==> src/rtl/alu_serial_ctrl.sv <==
// Bit-serial ALU sequencer: steps a WIDTH-bit operation through an external
// combinational 1-bit ALU slice, one bit per cycle, with a registered carry chain.
module alu_serial_ctrl #(
    parameter int WIDTH = 32
) (
    input  logic             clk,
    input  logic             rst_n,
    input  logic             start,
    input  logic [3:0]       ctrl,
    input  logic [WIDTH-1:0] src_a,
    input  logic [WIDTH-1:0] src_b,
    output logic             busy,
    output logic             done,
    output logic [WIDTH-1:0] alu_result,
    output logic             zero,
    output logic             ovf,
    output logic             s_a,
    output logic             s_b,
    output logic             s_less,
    output logic             s_ainvert,
    output logic             s_binvert,
    output logic             s_cin,
    output logic [1:0]       s_op,
    input  logic             s_result,
    input  logic             s_cout,
    input  logic             s_set,
    input  logic             s_overflow
);

    localparam int IW = (WIDTH > 2) ? $clog2(WIDTH) : 1;

    typedef enum logic [1:0] {
        S_IDLE,
        S_RUN,
        S_FIXUP,
        S_DONE
    } state_t;

    state_t           state;
    logic [WIDTH-1:0] a_q;
    logic [WIDTH-1:0] b_q;
    logic [WIDTH-1:0] res;
    logic [WIDTH-1:0] res_next;
    logic [IW-1:0]    idx;
    logic             ainv_q;
    logic             binv_q;
    logic [1:0]       op_q;
    logic             arith_q;
    logic             carry;
    logic             set_msb;
    logic             ovf_msb;
    logic             last_bit;

    assign last_bit = (idx == IW'(WIDTH - 1));

    // Result with this cycle's slice output merged in, so the final bit can be
    // published on the same edge that captures it.
    // NOTE: every always_comb output gets a default first so no latch is inferred.
    always_comb begin
        res_next = res;
        if (state == S_RUN) begin
            res_next[idx] = s_result;
        end else if (state == S_FIXUP) begin
            res_next[0] = s_result;
        end
    end

    // Slice drives are decoded from registered state only; s_cout never reaches s_cin.
    always_comb begin
        s_a       = 1'b0;
        s_b       = 1'b0;
        s_less    = 1'b0;
        s_ainvert = 1'b0;
        s_binvert = 1'b0;
        s_cin     = 1'b0;
        s_op      = 2'b00;
        case (state)
            S_RUN: begin
                s_a       = a_q[idx];
                s_b       = b_q[idx];
                s_cin     = carry;
                s_ainvert = ainv_q;
                s_binvert = binv_q;
                s_op      = op_q;
            end
            S_FIXUP: begin
                s_a       = a_q[0];
                s_b       = b_q[0];
                s_less    = set_msb;
                s_ainvert = ainv_q;
                s_binvert = binv_q;
                s_op      = 2'b11;
            end
            default: ;
        endcase
    end

    // NOTE: sequential state uses non-blocking assignments only, so every
    // register sees the pre-edge values of its neighbours.
    always_ff @(posedge clk) begin
        if (!rst_n) begin
            state      <= S_IDLE;
            a_q        <= '0;
            b_q        <= '0;
            res        <= '0;
            idx        <= '0;
            ainv_q     <= 1'b0;
            binv_q     <= 1'b0;
            op_q       <= 2'b00;
            arith_q    <= 1'b0;
            carry      <= 1'b0;
            set_msb    <= 1'b0;
            ovf_msb    <= 1'b0;
            alu_result <= '0;
            zero       <= 1'b0;
            ovf        <= 1'b0;
            busy       <= 1'b0;
            done       <= 1'b0;
        end else begin
            done <= 1'b0;
            case (state)
                S_IDLE: begin
                    if (start) begin
                        a_q     <= src_a;
                        b_q     <= src_b;
                        ainv_q  <= ctrl[3];
                        binv_q  <= ctrl[2];
                        op_q    <= ctrl[1:0];
                        arith_q <= (ctrl == 4'b0010) || (ctrl == 4'b0110);
                        carry   <= ctrl[2];
                        idx     <= '0;
                        res     <= '0;
                        busy    <= 1'b1;
                        state   <= S_RUN;
                    end
                end
                S_RUN: begin
                    res   <= res_next;
                    carry <= s_cout;
                    idx   <= idx + 1'b1;
                    if (last_bit) begin
                        idx     <= '0;
                        set_msb <= s_set;
                        ovf_msb <= s_overflow;
                        if (op_q == 2'b11) begin
                            state <= S_FIXUP;
                        end else begin
                            alu_result <= res_next;
                            zero       <= (res_next == '0);
                            ovf        <= arith_q & s_overflow;
                            busy       <= 1'b0;
                            done       <= 1'b1;
                            state      <= S_DONE;
                        end
                    end
                end
                S_FIXUP: begin
                    // Upper bits were produced with less = 0; only bit 0 carries the set flag.
                    res        <= res_next;
                    alu_result <= res_next;
                    zero       <= (res_next == '0);
                    ovf        <= arith_q & ovf_msb;
                    busy       <= 1'b0;
                    done       <= 1'b1;
                    state      <= S_DONE;
                end
                S_DONE: begin
                    state <= S_IDLE;
                end
                default: begin
                    state <= S_IDLE;
                end
            endcase
        end
    end

endmodule

==> config.mk <==
export PLATFORM = sky130hd
export DESIGN_NAME = alu_serial_ctrl
export DESIGN_NICKNAME = d
export VERILOG_FILES = /design/src/rtl/alu_serial_ctrl.sv
export SDC_FILE = /design/constraint.sdc
export NUM_CORES = 1
export LEC_CHECK = 0
export ABC_AREA = 1
export BUFFER_PORTS_ARGS = -buffer_cell sky130_fd_sc_hd__buf_2
export CAP_MARGIN = 30
export CORE_ASPECT_RATIO = 1.1
export CORE_MARGIN = 2
export CORE_UTILIZATION = 52
export CTS_BUF_LIST = sky130_fd_sc_hd__clkbuf_4
export CTS_CLUSTER_SIZE = 8
export DETAILED_ROUTE_END_ITERATION = 7
export PLACE_DENSITY = 0.78
export SLEW_MARGIN = 40
export SYNTH_ARGS = -nofsm -noshare
export SYNTH_HDL_FRONTEND = slang
export SYNTH_SLANG_ARGS = --single-unit
==> constraint.sdc <==
create_clock -name clk -period 1.9 [get_ports clk]
set_input_delay 0.095 -clock clk [delete_from_list [all_inputs] [get_ports clk]]
set_output_delay 0.095 -clock clk [all_outputs]
set_load 0.01 [all_outputs]
**Word-level counts from Yosys, hierarchy flattened**

Index checks and enable logic that the tools add are counted.

- Add/sub/neg operators: 1
- Order comparisons: 2
- Equal/unequal tests: 10
- Multiplexer cells: 44
- Bitwise operators: 2
- Reductions and logical operators: 16

Operators by type and width:

| cell | count |
|---|---|
| $pmux 32 s2 | 2 |
| $mux 32 | 3 |
| $bwmux 32 | 1 |
| $logic_not 32->1 | 1 |
| $mux 31 | 1 |
| $mux 1 | 20 |
| $pmux 1 s2 | 6 |
| $bmux 1 s5 | 2 |
| $mux 5 | 2 |
| $pmux 5 s2 | 1 |
| $reduce_and 2->1 | 5 |
| $pmux 2 s4 | 1 |
| $eq 2x2->1 const B | 3 |
| $lt 5x6->1 const B | 1 |
| $ne 2x2->1 const B | 3 |
| $reduce_bool 2->1 | 3 |
| $add 5x1->5 const B | 1 |
| $demux 1 s5 | 1 |
| $eq 5x5->1 const B | 1 |
| $ge 5x1->1 const B | 1 |
| $eq 4x2->1 const B | 1 |
| $eq 4x3->1 const B | 1 |
| $mux 2 | 2 |
| $pmux 2 s2 | 1 |
| other kinds (10) | 11 |

- Register bits: 147
- Bits of input ports: 75
- Output and inout port bits: 44
- Word-level logic and storage cells: 92

**Depth between registers and ports, before layout**

- Depth in word-level cells: 10
- Mapped depth: 15

**Worst setup path before layout**

Ideal clock, no wire load.

- Path kind: flip-flop to flip-flop
- Start point: reg idx[0]
- End point: reg zero
- Arrival time: 2,028 ps
- Path slack: -199 ps
- Stages on the path, launching flop included: 16
- Path buffers: 2
- Period minus slack after synthesis: 2,099 ps
- Cells stage by stage: dfxtp_1 clkbuf_1 clkinv_1 buf_2 ha_1 nand2_1 inv_1 nand2_1 nand2_1 o21ai_1 nand2_1 nor2_1 nand2_1 nor2_1 nand2_1 a21oi_1

- Longest elaborated chain between the ends: 10
- Elaborated cells between the ends (all ways): 15
- Those cells by class: order compare (2); eq/ne (2); mux (8); reduce/logical (3)

Ends and longest elaborated chain:

| element | line | text |
|---|---|---|
| start: declaration | 44 | `logic [IW-1:0] idx;` |
| start signal: assignment | 140 | `idx <= idx + 1'b1;` |
| $lt 5x6->1 (implied by the code) / $ge 5x1->1 (equally long branches) | 62 | `res_next[idx] = s_result;` |
| $logic_and 1x1->1 (implied by the code) | 62 |  |
| $mux 1 (implied by the code) | 62 |  |
| $demux 1 s5 | 62 |  |
| $bwmux 32 | 62 |  |
| $mux 1 / $mux 31 (equally long branches) | 61 | `if (state == S_RUN) begin` |
| $logic_not 32->1 | 149, 161 |  |
| $mux 1 | 145 | `if (op_q == 2'b11) begin` |
| $mux 1 | 141 | `if (last_bit) begin` |
| $pmux 1 s2 | 121 | `case (state)` |
| end signal: assignment | 149 | `zero <= (res_next == '0);` |
| end signal: assignment | 161 | `zero <= (res_next == '0);` |
| end: declaration | 15 | `output logic zero,` |

Several ways; a longest one is shown, not always the timed one. The select of a mux whose other input is x is not followed.
A chain may end at the register's enable or synchronous reset.

**Worst setup path in the final report**

- Start point: reg idx[4]
- End point: out s_a

- Longest elaborated chain between the ends: 3

Ends and longest elaborated chain:

| element | line | text |
|---|---|---|
| $bmux 1 s5 | 79 | `s_a = a_q[idx];` |
| $mux 1 (implied by the code) | 79 |  |
| $pmux 1 s2 | 77 | `case (state)` |
| end: declaration | 17 | `output logic s_a,` |

No other way between the ends. The select of a mux whose other input is x is not followed.

==> out/metrics.json <==
{
  "outcome": {
    "outcome": "complete, but fails checks",
    "violations": "setup timing"
  },
  "power_and_ir_drop": {
    "p_leak_nw": 4.241,
    "power_mw": 12.03,
    "ir_worst_vdd_mv": 1.041,
    "power-per-cell-area_nw_per_um2": 1277
  },
  "floorplanning": {
    "chipHeight_um": 123.2,
    "die-area_um2": 13840,
    "rows": 43,
    "design.portCount": 119,
    "die_width_um": 112.3,
    "core_area_um2": 12590,
    "starting_density_of_the_core": 0.5332
  },
  "timing": {
    "holdWs_ns": 0.01585,
    "report.final.slew_viol_count": 0,
    "timing.slew.headroom": 0.6208,
    "finalSetupViolCount": 41,
    "setup_tns_ns": -8.236,
    "rsz0062_at_grt": "yes",
    "timing_hold_violations_final": 0,
    "tightest_slew_ns": 0.5689,
    "layout_min_cycle_time_ns": 2.242,
    "timing.final.crit_share": 1.180,
    "timing.fmax_ghz": 0.4461,
    "setup_ws_ns": -0.3417,
    "worst_clock_skew_ns": 0.006752
  },
  "routing": {
    "route.detailed.wl_per_inst_um": 16.16,
    "drt_first_iter_violations": 729,
    "detail_route.wirelength_um": 22530,
    "num_vias": 7842,
    "antenna_violating_nets_post_route": 0,
    "route.detailed.drc": 0,
    "dr.pass1.iters": 6,
    "vias_per_cell": 5.626
  },
  "layout": {
    "layout.cells.most_common_list": "nor2_1 (198), nand2_1 (168), dfxtp_1 (141)",
    "multiInputGateArea_um2": 3427,
    "fillCellCount": 937,
    "drive_gt1_frac": 0.2352,
    "n_antenna_cell": 0,
    "syn2layout_area_growth_pct": 40.35,
    "utilization_of_the_core_after_routing": 0.7484,
    "layout_commonest_cell": "nor2_1",
    "sequential_cell_area_in_the_final_layout_um2": 2955,
    "total_nets_final": 1312
  },
  "synthesis": {
    "avgSynthCellArea_um2": 6.801,
    "dominantRegCellSynth": "dfxtp_1",
    "ys_async_sr_fraction": 0,
    "synth_seq_cells": 147,
    "mappedNetlistNets": 1071,
    "synth.yosys.seq_area_share": 0.4384,
    "yosys_warnings": 0,
    "synth.lib_cells_used.distinct": 26,
    "syn_inst": 987,
    "post_synth_instance_area_um2": 6713,
    "synth-edff-count": 0
  },
  "critical_path": {
    "worst-endpoint-required_ns": 1.80,
    "end_kind": "output pin",
    "crit_path_start_kind": "flip-flop",
    "worst-setup-path-type": "flip-flop to output pin",
    "cp_slowest_stage_delay_ns": 0.43,
    "crit_top_cell": "nand2_1",
    "timing.critical_path.slowest_stage_cell": "dfxtp_4",
    "path_max_fanout": 7,
    "arrival_time_of_the_worst_setup_path_ns": 2.15,
    "cp_cell_sequence": "buf_4 -> nand2_1 -> nor2_1 -> buf_4 -> nand2_1 -> nand2_1 -> nor2_1 -> nand2_1 -> nand2_1 -> a21oi_2 -> buf_2"
  },
  "global_route": {
    "gr-total-overflow": 0,
    "track_usage": 0.3144,
    "grt_pass1_vias": 7362,
    "antenna_violations_before_repair": 0,
    "grt_pass1_wl_um": 34930,
    "grt_max_degree": 70
  },
  "clock_tree": {
    "clk_latency_ns": 0.56,
    "clkSinkCount": 147,
    "numCtsBuffers": 17,
    "max-clock-path-buffers": 2,
    "htree_levels": 4,
    "cts_tree": "built",
    "clock_pin_slew_worst_setup_and_hold_paths_ns": 0.12,
    "ctsRootBufferMaster": "clkbuf_4"
  },
  "job": {
    "max_capacitance_violation_total": 0
  },
  "place": {
    "place_congestion": 0.9575,
    "hpwlAfterDp_um": 12280,
    "io_buffer_count": 118
  },
  "hold_path": {
    "class_of_the_tightest_hold_or_removal_check": "input port to flip-flop"
  }
}
-- critical path: cells and delay by family (launching register included) --
kind	cells	cell delay [ns]
AO/OA/AOI/OAI	1	0.16
buffers and inverters	3	0.48
flip-flops	1	0.43
AND/OR/NAND/NOR	7	0.53
-- cell families (layout without fill, tap and decap cells) --
logic type,count (synthesis),after routing,synth area share
buf+inv,122,372,0.07381
fa+ha+maj,9,9,0.01678
compound gates,263,263,0.2039
flops,147,147,0.4384
simple gates,446,446,0.2671
-- worst paths after layout --
kind,slack [ns],end,startpoint,cells past startpoint
hold reg to reg,0.48,res[16],res[16],2
hold / removal,0.02,alu_result[23],rst_n,4
setup / recovery,-0.34,s_a,idx[4],11
setup reg to reg,-0.31,alu_result[15],idx[0],12
-- sequential cells by signal (all words and copies together) (netlist names), 2 cells and up --
name and cells:
a_q 32, op_q 2, res 32, b_q 32, state 2, alu_result 32
idx 5
-- cell usage after synthesis, types with 9 or more instances --
cell	number	share of area
a21oi_1	82	0.061
buf_2	12	0.0089
clkbuf_1	43	0.024
dfxtp_1	147	0.44
ha_1	9	0.017
inv_1	55	0.031
nand2_1	171	0.096
nand3_1	50	0.037
nor2_1	202	0.11
nor3_1	9	0.0067
o21ai_0	151	0.11
o21bai_1	9	0.010
o22ai_1	16	0.015
-- routing by layer --
layer | global-route usage | vias up | wire length [µm]
li1 | - | 3714 | -
met3 | 0.05245 | 86 | 1494
met5 | 0 | - | 0
met2 | 0.5712 | 414 | 11470
met1 | 0.3656 | 3628 | 8693
met4 | 0.1410 | 0 | 873
-- repair_timing --
item	4_1_cts	5_1_grt
setup buffers	9	4
hold buffers	71	0
endpoints found under the hold margin	72	0
gates resized for setup	50	35
setup endpoints to repair	23	61
pin swaps	3	7
gates cloned	5	0
-- power by group --
group / switching (mW) / internal (mW) / leakage, nW / total [mW]
Sequential: 0.364 / 3.75 / 1.21 / 4.12
Combinational: 3.19 / 2.57 / 2.88 / 5.76
Clock: 1.13 / 1.03 / 0.156 / 2.15
-- cell type report --
class / count / share of cell area
Inverter: 59 / 0.02576
Multi-Input combinational cell: 718 / 0.3637
Tap cell: 157 / 0.02085
Timing Repair Buffer: 285 / 0.2444
Clock buffer: 18 / 0.01434
Sequential cell: 147 / 0.3137
Clock inverter: 10 / 0.01726
-- through the flow --
stage                     instance area, µm²  cells  setup WS [ns]
final                                   9422   1394        -0.3417
after global routing                    9422   1394        -0.4311
after CTS                               9289   1390        -0.2736
after detailed placement                7911   1277       -0.05576
after global placement                  7911   1277       -0.02379
after floorplan                         6723    987       0.003052
No activity file was read; power rests on OpenSTA's default activity.
